### src/rtl/ram_clear_pkg.sv
// ram_clear_pkg
// Shared definitions for the RAM-clear sequencer.
//   state_t    : sequencer states
//   BURSTCNT_W : width of the Avalon burstcount field
//   FILL_BIT   : bit replicated to build the default fill pattern
package ram_clear_pkg;

  localparam int BURSTCNT_W = 8;

  localparam logic FILL_BIT = 1'b0;

  typedef enum logic [2:0] {
    ST_IDLE,
    ST_DELAY,
    ST_BURST,
    ST_GAP,
    ST_DONE
  } state_t;

endpackage

### src/rtl/ram_clear.sv
// ram_clear
// Fills a programmable word range with a constant pattern through an
// Avalon-style burst write port so a core starts with known RAM contents.
//
// Ports:
//   clk_sys   in   system clock
//   reset_n   in   asynchronous active-low reset
//   start     in   one-cycle request to begin a clear (IDLE/DONE only)
//   base_addr in   first word address, sampled on start
//   length    in   number of words (AW+1 bits, full 2^AW range legal)
//   busy      in   memory stall; a beat is accepted when we & ~busy
//   addr      out  burst start address
//   din       out  write data, always FILL
//   be        out  byte enables, all ones
//   burstcnt  out  beats in the current burst
//   we        out  write request
//   active    out  clear in progress
//   done      out  last clear completed, cleared on start
module ram_clear
  import ram_clear_pkg::*;
#(
  parameter int              AW          = 25,
  parameter int              DW          = 64,
  parameter int              BURST       = 8,
  parameter int              GAP         = 0,
  parameter int              START_DELAY = 5000000,
  parameter logic [DW-1:0]   FILL        = {DW{FILL_BIT}},
  parameter bit              AUTO        = 1'b1
) (
  input  logic                  clk_sys,
  input  logic                  reset_n,
  input  logic                  start,
  input  logic [AW-1:0]         base_addr,
  input  logic [AW:0]           length,
  input  logic                  busy,
  output logic [AW-1:0]         addr,
  output logic [DW-1:0]         din,
  output logic [DW/8-1:0]       be,
  output logic [BURSTCNT_W-1:0] burstcnt,
  output logic                  we,
  output logic                  active,
  output logic                  done
);

  // Counters are preloaded with N-1 and exit on zero, so DELAY lasts
  // START_DELAY cycles and GAP lasts GAP cycles.
  localparam logic [31:0]         DLY_LOAD  = (START_DELAY > 0) ? 32'(START_DELAY - 1) : 32'd0;
  localparam logic [7:0]          GAP_LOAD  = (GAP > 0) ? 8'(GAP - 1) : 8'd0;
  localparam logic [AW:0]         BURST_MAX = (AW + 1)'(BURST);
  localparam logic [BURSTCNT_W-1:0] BURST_CNT = BURSTCNT_W'(BURST);

  // min(BURST, remaining); when remaining < BURST it fits in BURSTCNT_W.
  function automatic logic [BURSTCNT_W-1:0] burst_len(input logic [AW:0] rem);
    if (rem < BURST_MAX)
      burst_len = BURSTCNT_W'(rem);
    else
      burst_len = BURST_CNT;
  endfunction

  state_t                r_state;
  logic [AW-1:0]         r_addr;
  logic [AW:0]           r_rem;
  logic [BURSTCNT_W-1:0] r_beats;
  logic [BURSTCNT_W-1:0] r_burstcnt;
  logic [31:0]           r_dly;
  logic [7:0]            r_gap;
  logic                  r_we;
  logic                  r_active;
  logic                  r_done;
  logic                  r_auto;

  logic                  w_beat;
  logic [AW:0]           w_rem_dec;
  logic [BURSTCNT_W-1:0] w_first_cnt;
  logic [BURSTCNT_W-1:0] w_next_cnt;

  assign w_beat      = r_we & ~busy;
  assign w_rem_dec   = r_rem - 1'b1;
  assign w_first_cnt = burst_len(r_rem);
  // Size of the burst that follows back-to-back, based on the count left
  // after the beat being accepted this cycle.
  assign w_next_cnt  = burst_len(w_rem_dec);

  always_ff @(posedge clk_sys or negedge reset_n) begin
    if (!reset_n) begin
      r_state    <= ST_IDLE;
      r_addr     <= '0;
      r_rem      <= '0;
      r_beats    <= '0;
      r_burstcnt <= '0;
      r_dly      <= '0;
      r_gap      <= '0;
      r_we       <= 1'b0;
      r_active   <= 1'b0;
      r_done     <= 1'b0;
      // A pending auto-start is consumed on the first clock edge.
      r_auto     <= AUTO;
    end else begin
      case (r_state)
        ST_IDLE, ST_DONE: begin
          if (start || r_auto) begin
            r_auto   <= 1'b0;
            r_addr   <= base_addr;
            r_rem    <= length;
            r_dly    <= DLY_LOAD;
            r_done   <= 1'b0;
            r_active <= 1'b1;
            r_state  <= ST_DELAY;
          end
        end

        ST_DELAY: begin
          if (r_dly == '0) begin
            if (r_rem == '0) begin
              r_active <= 1'b0;
              r_done   <= 1'b1;
              r_state  <= ST_DONE;
            end else begin
              r_burstcnt <= w_first_cnt;
              r_beats    <= w_first_cnt;
              r_we       <= 1'b1;
              r_state    <= ST_BURST;
            end
          end else begin
            r_dly <= r_dly - 1'b1;
          end
        end

        ST_BURST: begin
          // addr/burstcnt/we stay frozen while busy holds the beat off.
          if (w_beat) begin
            r_rem <= w_rem_dec;
            if (r_beats == BURSTCNT_W'(1)) begin
              r_addr <= r_addr + AW'(r_burstcnt);
              if (w_rem_dec == '0) begin
                r_we     <= 1'b0;
                r_active <= 1'b0;
                r_done   <= 1'b1;
                r_state  <= ST_DONE;
              end else if (GAP > 0) begin
                r_we    <= 1'b0;
                r_gap   <= GAP_LOAD;
                r_state <= ST_GAP;
              end else begin
                // Back-to-back: we stays high into the next burst.
                r_burstcnt <= w_next_cnt;
                r_beats    <= w_next_cnt;
              end
            end else begin
              r_beats <= r_beats - 1'b1;
            end
          end
        end

        ST_GAP: begin
          if (r_gap == '0) begin
            r_burstcnt <= w_first_cnt;
            r_beats    <= w_first_cnt;
            r_we       <= 1'b1;
            r_state    <= ST_BURST;
          end else begin
            r_gap <= r_gap - 1'b1;
          end
        end

        default: begin
          r_we     <= 1'b0;
          r_active <= 1'b0;
          r_state  <= ST_IDLE;
        end
      endcase
    end
  end

  assign addr     = r_addr;
  assign din      = FILL;
  assign be       = '1;
  assign burstcnt = r_burstcnt;
  assign we       = r_we;
  assign active   = r_active;
  assign done     = r_done;

endmodule

### config.mk
export PLATFORM = sky130hd
export DESIGN_NAME = ram_clear
export DESIGN_NICKNAME = d
export VERILOG_FILES = /design/src/rtl/ram_clear_pkg.sv /design/src/rtl/ram_clear.sv
export SDC_FILE = /design/constraint.sdc
export NUM_CORES = 1
export LEC_CHECK = 0
export ABC_AREA = 1
export CORE_MARGIN = 4
export CORE_UTILIZATION = 53
export CTS_CLUSTER_DIAMETER = 30
export CTS_CLUSTER_SIZE = 24
export DETAILED_ROUTE_END_ITERATION = 8
export PLACE_DENSITY_LB_ADDON = 0.1
export SYNTH_ARGS = -nofsm -noshare
export SYNTH_HDL_FRONTEND = slang
export SYNTH_SLANG_ARGS = --single-unit
### constraint.sdc
create_clock -name clk_sys -period 2.6 [get_ports clk_sys]
set_input_delay 0.39 -clock clk_sys [delete_from_list [all_inputs] [get_ports clk_sys]]
set_output_delay 0.39 -clock clk_sys [all_outputs]
set_load 0.02 [all_outputs]
==> impl_results.md, run 1 <==
* Run status: finished, final reports clean
* Critical-path cell with the highest stage delay: dfrtp_1
* Placer's final routability congestion estimate at 0.9042
* Transition time at the pin with the least slew margin at ~0.57 ns
* H-tree depth reported by CTS at 4
* Combinational fraction of design power at 54.3%
* Root buf cell: clkbuf_16
* Post-synthesis average cell area at about 7 um2
* Vias in the first global route at 7345
* Hold-critical path endpoint: r_auto
* # diodes at 0
* Post-synth design cell area at 8243 um2
* Final setup viols at 0
* Proportion of synthesized chip area in sequential cells at between 30% and 40%
* Detailed placement HPWL at ~16 mm
* CP bufs+invs at 2
* Number of DRC markers after the initial detailed-route iteration at 441
* Count of synthesis-stage warnings from yosys at 0
* Distinct cells, synth at 50
* Leak at 4.757 nW
* Power Internal at 0.006357 W
* Worst Path Max Fanout at 13
* Crit path required time at 2.94 ns
* Share of layout cells above drive strength 1 at between 10% and 20%
* Worst endpoint data arrival time at approximately 2.7 ns
* Setup slack of the critical path after layout at 0.1989 ns
* Sequential Power Share at about a quarter
* Summed negative setup slack over all endpoints at 0 ns
* Fin crit share at 92.35%
* Design Power at 0.01196 W
* Number of primary I/O pins at 163
* Number of clock sinks seen by CTS at ~110
* Number of clock buffers inserted by TritonCTS at 17
* Maximum capacitance violations at 0
* Source of the worst hold timing path: r_auto
* Reg clk slew, reported paths at 0.06 ns
* Type of the worst min-delay path: reg2reg
* Y dimension of the die at about 130 um
* Crit-path most repeated cell: nand2_1
* Maximum clock rate at 0.4165 GHz
* Buffer levels on the longest clock path at 2
* Pre-CTS setup slack at around 0.076 ns
* Startpoint of the worst-slack reg-to-reg timing path: r_rem[1]
* Slew Limit Headroom at 62.08%
* Switching share of power at 46.86%
* Std-Cell Rows at 45
* Kind of critical path: reg2reg
* Seq cells post-synth at 114
* Share of synthesized flip-flops with an asynchronous set or reset at 100.0%
* FF-to-FF End: r_beats[7]
* Final clock skew at 0.01036 ns
* Largest incremental delay on the critical path at 0.37 ns
* Floorplan die area at 17610 um2
* Global-route wire length before repair at about 35 mm
* Average via count per standard cell at 5.169
* Endpoint kind of the worst setup timing path: register
* Number of DRC violations after detailed routing at 0
* Area growth from synthesis to layout at 20.32%
* Count of mapped cells out of synthesis at 1176
* Proportion of netlist area held by the largest area contributor at 34.30%
* Number of buffers inserted by port buffering at 90
* Max-slew violation count at 0
* Antenna violations before repair at 0
* Number of nets at the end of the flow at ~1400
* Width of the die at 132.7 um
* Final critical-path required period at 2.401 ns
* Crit-path cells: buf_4, nor2_4, nand2_4, nor2_4, nand2_1, nand2_1, nand2_1, nor2_4, nand2_1, nor3_4, nand4_1, nand3_4, buf_4, nand2_2, o21ai_2
* Cell type contributing the most total cell area after synthesis: dfrtp_1
* Hold-critical path depth at 2
* Peak supply drop at 581.6 uV
* Remaining Overflow, GRT at 0
* Wirelength, routed at 20.99 mm
* CTS tree: built
* Internal reg-to-reg setup slack at 0.20 ns
* First drt pass iteration count at 5
* Via count at 7692
* Most used flip-flop cell after synthesis: dfrtp_1
* Startpoint type of the worst setup path: register
* Core box area at 15200 um2
* Power Dens Cells at 1206 nW/um2
* Clock latency on the worst-skew pair at 0.42 ns
* Cell family with the largest share of critical-path delay: simple AND/OR/NAND/NOR gates
* Tot GR Track Use at 23.89%
* Effective utilization at floorplan at 54.22%
* Clock network fraction of design power at 20.8%
* Cell count of the worst reg-to-reg path at 15
* Residual antenna-violating net count after detailed routing at 0
* Final Hold Vio Count at 0
* Largest net degree at the start of global routing at 52
* Top area cells in the synthesized netlist: dfrtp_1, nand2_1, nor2_1
* Average wire per cell in the routed design at 14.11 um
* Count of flip-flops with a built-in enable after synthesis at 0
* NetSw at around 0.0056 W
what timing repair did:
item / CTS / global route
resized for setup: 0 / 19
endpoints found under the hold margin: 37 / 0
buffers inserted: 0 / 1
endpoints found under the setup margin: 0 / 26
hold buffers: 1 / 0
metal layers:
| metal | global-route usage (%) | share of wire, % | vias up |
|---|---|---|---|
| li1 | - | - | 3905 |
| met4 | 8.603 | 2.5 | 0 |
| met1 | 30.20 | 44 | 3502 |
| met2 | 40.24 | 48 | 242 |
| met3 | 5.399 | 5.6 | 43 |
| met5 | 0 | 0 | - |
final cells by class:
cell class / count / area, um2
Clock inverter: 9 / 153.9
Fill cell: 1370 / 5284
Sequential cell: 114 / 2854
Inverter: 152 / 570.5
Timing Repair Buffer: 121 / 1159
Tap cell: 188 / 235.2
Multi-Input combinational cell: 881 / 4478
Clock buffer: 23 / 467.9
placed cells by master, fill, tap and decap left out, types with 3 or more instances in the layout:
| master | synthesis | final |
|---|---|---|
| a21oi_1 | 41 | 40 |
| a21oi_2 | 3 | 4 |
| a31oi_1 | 6 | 6 |
| buf_4 | 72 | 29 |
| bufinv_16 | 0 | 4 |
| clkbuf_1 | 22 | 4 |
| clkbuf_16 | 0 | 17 |
| clkdlybuf4s50_1 | 0 | 89 |
| conb_1 | 2 | 72 |
| dfrtp_1 | 113 | 113 |
| ha_1 | 15 | 13 |
| inv_1 | 150 | 149 |
| nand2_1 | 209 | 204 |
| nand2_2 | 18 | 23 |
| nand3_1 | 69 | 69 |
| nand3_4 | 1 | 3 |
| nand3b_1 | 3 | 3 |
| nand4_1 | 27 | 27 |
| nor2_1 | 182 | 177 |
| nor2_2 | 15 | 18 |
| nor2_4 | 11 | 13 |
| nor3_1 | 16 | 16 |
| nor4_1 | 6 | 6 |
| o211ai_1 | 9 | 9 |
| o21a_1 | 4 | 4 |
| o21ai_0 | 91 | 88 |
| o21ai_1 | 8 | 11 |
| o21ai_2 | 4 | 4 |
| o22ai_1 | 25 | 25 |
| xnor2_1 | 11 | 11 |
| xor2_1 | 13 | 13 |
synthesized netlist by cell type (8+ instances only):
| library cell | number |
|---|---|
| o211ai_1 | 9 |
| a21oi_1 | 41 |
| nor2_1 | 182 |
| clkbuf_1 | 22 |
| dfrtp_1 | 113 |
| nand2_2 | 18 |
| nand3_1 | 69 |
| ha_1 | 15 |
| nor3_1 | 16 |
| buf_4 | 72 |
| nand2_1 | 209 |
| o21ai_1 | 8 |
| xor2_1 | 13 |
| o21ai_0 | 91 |
| nor2_2 | 15 |
| xnor2_1 | 11 |
| nor2_4 | 11 |
| nand4_1 | 27 |
| inv_1 | 150 |
| o22ai_1 | 25 |
power by group through the flow:
stage	logic [W]	clock network, W	registers (W)
after floorplan	0.00430	0	0.00315
after global placement	0.00627	0	0.00299
after detailed placement	0.00636	0	0.00298
after CTS	0.00641	0.00252	0.00297
after global routing	0.00728	0.00259	0.00307
final	0.00649	0.00249	0.00298
registers in the layout, summed over array words and instances, names as in the netlist, 3 cells and up:
register,flops
r_state,3
r_gap,8
addr,25
r_dly,32
r_beats,8
burstcnt,8
r_rem,26
worst max path at each step:
stage                            from         end  slack (ns)  depth (start not counted)
final                        r_rem[1]  r_beats[7]        0.20                         15
after CTS                     addr[0]    addr[14]        0.02                         15
after detailed placement      addr[0]    addr[14]        0.08                         15
after global placement    burstcnt[0]    addr[12]        0.14                         15
after global routing          addr[0]    addr[18]      -0.008                         16
after floorplan           burstcnt[0]    addr[14]        0.20                         15
worst reg2reg max path: stages (launching register included):
cell	delay [ns]
dfrtp_1	0.37
buf_4	0.14
nor2_4	0.16
nand2_4	0.12
nor2_4	0.17
nand2_1	0.09
nand2_1	0.07
nand2_1	0.11
nor2_4	0.13
nand2_1	0.11
nor3_4	0.23
nand4_1	0.17
nand3_4	0.19
buf_4	0.16
nand2_2	0.04
o21ai_2	0.05
cell families after synthesis:
| logic type | Yosys count | share of synthesized area (%) |
|---|---|---|
| compound gates | 197 | 13.36 |
| xor+xnor | 24 | 2.550 |
| fa+ha+maj | 16 | 2.520 |
| buf+inv | 251 | 15.03 |
| flops | 114 | 34.62 |
| other cells | 2 | 0.09111 |
| simple gates | 572 | 31.83 |
stage by stage:
step / hold slack (ns) / utilization (%) / area (um2) / cells
final: 0.4572 / 65.24 / 9918 / 1488
after global routing: 0.4780 / 65.24 / 9918 / 1488
after CTS: 0.4599 / 64.80 / 9851 / 1487
after detailed placement: 0.4184 / 60.64 / 9219 / 1454
after global placement: 0.4242 / 60.64 / 9219 / 1454
after floorplan: 0.09441 / - / 8506 / 1246
Note: power is estimated with default switching activity, not from simulation.
==> inputs of run 2 (changes only) <==
--- a/config.mk
+++ b/config.mk
@@ -12,6 +12,7 @@
 export CTS_CLUSTER_SIZE = 24
 export DETAILED_ROUTE_END_ITERATION = 8
 export PLACE_DENSITY_LB_ADDON = 0.1
+export REMOVE_ABC_BUFFERS = 1
 export SYNTH_ARGS = -nofsm -noshare
 export SYNTH_HDL_FRONTEND = slang
 export SYNTH_SLANG_ARGS = --single-unit
==> run 2 against run 1 <==
Worst hold slack worse by 0.015 ns; via count is 1.8% higher; cell count is 0.13% lower; worst setup slack better by 0.0029 ns; clock-buffer cell count is 1 lower; clock skew is 0.0050 ns higher; critical endpoint is now r_beats[0]; largest power group unchanged; highest routed layer unchanged.
==> impl_results.md, run 2 (synthesis gave the netlist of run 1 again) <==
* Run status: finished, final reports clean
* Kind of critical path: reg2reg
* Pre-CTS setup slack at 0.1118 ns
* Final critical-path required period at 2.398 ns
* Number of DRC violations after detailed routing at 0
* Most frequent cells in the layout: nand2_1, nor2_1, inv_1
* NetSw at 0.005574 W
* FF-to-FF End: r_beats[0]
* Final setup viols at 0
* Std-Cell Rows at 45
* Largest net degree at the start of global routing at 52
* Startpoint type of the worst setup path: register
* Number of buffers inserted by port buffering at 90
* Type of the worst min-delay path: reg2reg
* Final Hold Vio Count at 0
* Hold-critical path depth at 2
* Crit path required time at 2.91 ns
* Startpoint of the worst-slack reg-to-reg timing path: r_rem[1]
* Power Dens Cells at 1204 nW/um2
* Buffer levels on the longest clock path at 2
* Critical-path cell with the highest stage delay: dfrtp_1
* Share of layout cells above drive strength 1 at 11.02%
* Cell count of the worst reg-to-reg path at 15
* Register with the most flip-flops: r_dly
* Core box area at 15200 um2
* CTS tree: built
* Source of the worst hold timing path: r_auto
* Placer's final routability congestion estimate at 0.9587
* Post-Layout Cell Count at 1486
* Fin crit share at 92.24%
* Leak at 4.747 nW
* Internal reg-to-reg setup slack at slightly above 0.2 ns
* Worst Path Max Fanout at 8
* Peak supply drop at approximately 670 uV
* Floorplan die area at 17610 um2
* Area growth from synthesis to layout at 20.43%
* Power Internal at 0.006374 W
* Number of clock sinks seen by CTS at 114
* Y dimension of the die at 132.7 um
* Max-slew violation count at 0
* Residual antenna-violating net count after detailed routing at 0
* Hold-critical path endpoint: r_auto
* Max reg flops at 32
* Design Power at 0.01195 W
* Antenna violations before repair at 0
* Tot GR Track Use at ~24%
* Number of DRC markers after the initial detailed-route iteration at 619
* Crit-path cells: buf_4, nor2_4, nand2_4, nor2_4, nand2_1, nand2_1, nand2_1, nor2_4, nand2_1, nor3_2, nand4_1, nand3_2, inv_1, nand2_1, nand2_1
* Average wire per cell in the routed design at 14.22 um
* Transition time at the pin with the least slew margin at 0.5995 ns
* Sequential Power Share at 25.0%
* Final clock skew at 0.01532 ns
* Number of clock buffers inserted by TritonCTS at 17
* Largest incremental delay on the critical path at 0.37 ns
* Crit-path most repeated cell: nand2_1
* Placed Cells at 1451
* Setup slack of the critical path after layout at 0.2019 ns
* Combinational fraction of design power at 54.2%
* Effective utilization at floorplan at 54.22%
* # diodes at 0
* Slew Limit Headroom at ~60%
* Vias in the first global route at 7474
* Switching share of power at 46.65%
* Detailed placement HPWL at 15.43 mm
* Number of nets at the end of the flow at 1356
* H-tree depth reported by CTS at 4
* Clock network fraction of design power at 20.8%
* Number of primary I/O pins at 163
* Number of inserted filler cells in the final layout at roughly 1400
* Via count at 7831
* Maximum clock rate at between 0.4 and 0.5 GHz
* Worst endpoint data arrival time at 2.71 ns
* Width of the die at between 100 and 150 um
* Global-route wire length before repair at 35.40 mm
* Average via count per standard cell at 5.270
* Remaining Overflow, GRT at 0
* Root buf cell: clkbuf_16
* Endpoint kind of the worst setup timing path: register
* Clock latency on the worst-skew pair at 0.42 ns
* Maximum capacitance violations at 0
* Reg clk slew, reported paths at 0.05 ns
* Wirelength, routed at about 21 mm
* First drt pass iteration count at 6
* Most frequent standard cell in the layout excluding fill and tap cells: nand2_1
* RSZ-0062 raised after global routing: yes
## run 2: cell count changes in the layout (fill, tap and decap cells not counted), moves of 2 or more
cell	previous run	this run
buf_12	2	4
o21ai_0	88	90
clkinv_2	2	4
nor2_1	177	174
nor2_2	18	21
buf_4	29	25
o21ai_1	11	9
## run 2: worst max path at each step
stage / from / end / cells past startpoint
after floorplan: r_state[1] / addr[3] / 11
after global placement: burstcnt[0] / addr[14] / 15
after detailed placement: addr[0] / addr[14] / 15
after CTS: addr[0] / addr[14] / 15
after global routing: r_dly[0] / burstcnt[3] / 15
final: r_rem[1] / r_beats[0] / 15
## run 2: repair_timing
action / in CTS / in global routing
hold buffers: 1 / 0
hold endpoints to repair: 20 / 0
endpoints found under the setup margin: 0 / 41
gates resized for setup: 0 / 20
setup buffers: 0 / 2
## run 2: critical path: cells and delay by family (launching register included)
family	cells	cell delay, ns
buffers and inverters	2	0.24
AND/OR/NAND/NOR	13	1.69
flip-flops	1	0.37
## run 2: cell type report
type	count	area, um2	share of cell area (%)
tap	188	235.2	2.370
sequential	114	2854	28.75
clock inverter	10	156.4	1.575
inverter	152	570.5	5.747
multi-input combinational	881	4478	45.11
clock buffer	22	464.2	4.676
timing repair buffer	119	1169	11.77
## run 2: per-stage QoR
stage	instance area [um2]	setup TNS, ns	utilization (%)	hold WS (ns)
2_1_floorplan	7838	-33.47	-	0.09441
3_3_place_gp	9221	0	60.66	0.4323
3_5_place_dp	9221	0	60.66	0.4287
4_1_cts	9852	0	64.81	0.4445
5_1_grt	9927	-0.1213	65.30	0.4854
6_report	9927	0	65.30	0.4427
## run 2: per-layer routing
| layer | routed length (um) | track usage [%] |
|---|---|---|
| met2 | 10090 | 39.85 |
| met4 | 478 | 9.007 |
| met5 | 0 | 0 |
| met1 | 9110 | 31.88 |
| met3 | 1448 | 5.627 |
## run 2: power by group through the flow
stage               clock (W)  combinational (W)  sequential, W
floorplan                   0            0.00400        0.00315
global placement            0            0.00626        0.00299
detailed placement          0            0.00635        0.00298
CTS                   0.00252            0.00640        0.00298
global route          0.00261            0.00728        0.00308
finish                0.00248            0.00648        0.00298
==> inputs of run 3 (changes only) <==
--- a/config.mk
+++ b/config.mk
@@ -7,10 +7,11 @@
 export LEC_CHECK = 0
 export ABC_AREA = 1
 export CORE_MARGIN = 4
-export CORE_UTILIZATION = 53
+export CORE_UTILIZATION = 55
 export CTS_CLUSTER_DIAMETER = 30
 export CTS_CLUSTER_SIZE = 24
 export DETAILED_ROUTE_END_ITERATION = 8
+export DONT_BUFFER_PORTS = 1
 export PLACE_DENSITY_LB_ADDON = 0.1
 export REMOVE_ABC_BUFFERS = 1
 export SYNTH_ARGS = -nofsm -noshare
==> run 3 against run 2 <==
The run now ends with hold timing left; wire length fell by 5.5%; clock skew shrank 0.0072 ns; die area down 3.4%; register-to-register slack hardly changed; via count down 5.9%; power decreased by 5.8%; sequential cell count did not move; design area is 9.8% lower; non-clock buffer count shrank 85; core utilization fell by 3.9 points; global-route usage fell by 0.55 points; cell count fell by 6.1%; critical path type unchanged.
==> impl_results.md, run 3 (synthesis gave the netlist of run 1 again) <==
* Via count at approximately 7400
* Number of nets at the end of the flow at 1271
* Residual antenna-violating net count after detailed routing at 0
* Leak at 4.398 nW
* First drt pass iteration count at 5
* Reg clk slew, reported paths at around 0.060 ns
* Global-route wire length before repair at around 33 mm
* Std-Cell Rows at 44
* Effective utilization at floorplan at between 50% and 60%
* Startpoint of the worst-slack reg-to-reg timing path: burstcnt[5]
* Width of the die at 130.4 um
* Slew Limit Headroom at 63.25%
* Worst Path Max Fanout at 5
* Setup slack of the critical path after layout at between 0.2 and 0.25 ns
* Placed Instance Area at 8290 um2
* Max-slew violation count at 0
* Type of the worst min-delay path: in2async
* Transition time at the pin with the least slew margin at 0.5512 ns
* Max reg flops at 32
* Remaining Overflow, GRT at 0
* Placer's final routability congestion estimate at 0.9230
* RSZ-0062 raised after global routing: no
* Worst endpoint data arrival time at approximately 2.7 ns
* Number of DRC markers after the initial detailed-route iteration at 560
* Vias in the first global route at 6789
* Crit path required time at just under 3 ns
* Final Hold Vio Count at 114
* FF-to-FF End: addr[21]
* Cell count of the worst reg-to-reg path at 10
* Final critical-path required period at 2.386 ns
* Detailed placement HPWL at 14.60 mm
* Wirelength, routed at ~20 mm
* Maximum capacitance violations at 0
* Core box area at 14590 um2
* Clock latency on the worst-skew pair at 0.42 ns
* Number of buffers inserted by port buffering at 0
* Tot GR Track Use at a little under a quarter
* Area growth from synthesis to layout at 8.622%
* Number of primary I/O pins at between 150 and 200
* Maximum clock rate at approximately 0.42 GHz
* Average via count per standard cell at 5.277
* Violated checks: hold timing
* Final clock skew at roughly 0.0082 ns
* Final setup viols at 0
* Placed Cells at 1360
* Endpoint kind of the worst setup timing path: register
* Worst Hold Margin at -0.3358 ns
* Internal reg-to-reg setup slack at 0.21 ns
* Floorplan die area at 17010 um2
* Buffer levels on the longest clock path at 2
* Startpoint type of the worst setup path: register
* Run status: complete, but fails checks
* Post-Layout Cell Count at between 1000 and 1500
* Peak supply drop at 608.7 uV
* CP startpoint: burstcnt[5]
* Register with the most flip-flops: r_dly
* Most frequent cells in the layout: nand2_1, nor2_1, inv_1
* Number of DRC violations after detailed routing at 0
* Power Dens Cells at roughly 1300 nW/um2
* Fin crit share at 91.75%
* Root buf cell: clkbuf_16
* Pre-CTS setup slack at 0.08729 ns
* Largest net degree at the start of global routing at 115
* Final instance area at 8954 um2
* Average wire per cell in the routed design at approximately 14 um
* Share of layout cells above drive strength 1 at between 10 and 15%
* Number of clock sinks seen by CTS at 114
* Kind of critical path: reg2reg
* CTS tree: built
* Most frequent standard cell in the layout excluding fill and tap cells: nand2_1
* # diodes at 0
* Antenna violations before repair at 0
* Number of clock buffers inserted by TritonCTS at 17
* Y dimension of the die at 130.4 um
* H-tree depth reported by CTS at 4
-- run 3: cell count changes in the layout (fill, tap and decap cells not counted), sizes merged --
cell	delta
clkbuf	+5
clkinv	-3
clkdlybuf4s50	-89
clkinvlp	-1
dlygate4sd3	-1
bufinv	-2
buf	+5
-- run 3: area by class of cell --
cell class                      instances  area, um2
Clock inverter                          4      70.07
Multi-Input combinational cell        881       4451
Clock buffer                           27      523.0
Tap cell                              184      230.2
Fill cell                            1335       5635
Sequential cell                       114       2854
Timing Repair Buffer                   34      255.2
Inverter                              152      570.5
-- run 3: worst max-delay path by stage --
stage / end / slack (ns) / cells after the start
after floorplan: addr[3] / -1.15 / 11
after global placement: addr[14] / 0.16 / 15
after detailed placement: addr[14] / 0.09 / 15
after CTS: addr[14] / 0.08 / 15
after global routing: r_beats[7] / 0.00003 / 15
final: addr[21] / 0.21 / 10
-- run 3: layer usage --
layer / global-route usage, % / share of wire, % / vias to the layer above
met5: 0 / 0 / -
met4: 6.836 / 1.8 / 0
met3: 6.870 / 7.6 / 32
met2: 37.39 / 46 / 254
met1: 32.58 / 45 / 3351
li1: - / - / 3729
-- run 3: power breakdown --
group          switching, W  internal (W)
Clock              0.000810       0.00155
Sequential         0.000877       0.00237
Combinational       0.00371       0.00194
-- run 3: repair_timing --
item	4_1_cts	5_1_grt
hold endpoints to repair	114	114
setup endpoints to repair	0	18
buffers inserted	0	5
gates resized for setup	0	8
-- run 3: critical path, cell delays in order (launching register included) --
cell,delay (ns)
dfrtp_1,0.47
ha_1,0.38
inv_1,0.09
nor3_1,0.19
a21oi_1,0.16
o21a_1,0.23
nor2_1,0.30
nand2_1,0.13
xor2_1,0.16
nor2_1,0.09
o22ai_1,0.07
-- run 3: through the flow --
| step | TNS, ns | hold slack (ns) | utilization (%) | power, W |
|---|---|---|---|---|
| global placement | 0 | 0.09739 | 56.83 | 0.008693 |
| floorplan | -33.47 | 0.09441 | - | 0.007149 |
| detailed placement | 0 | 0.09785 | 56.83 | 0.008750 |
| CTS | 0 | -0.3517 | 60.89 | 0.01116 |
| global route | 0 | -0.3546 | 61.37 | 0.01223 |
| finish | 0 | -0.3358 | 61.37 | 0.01126 |
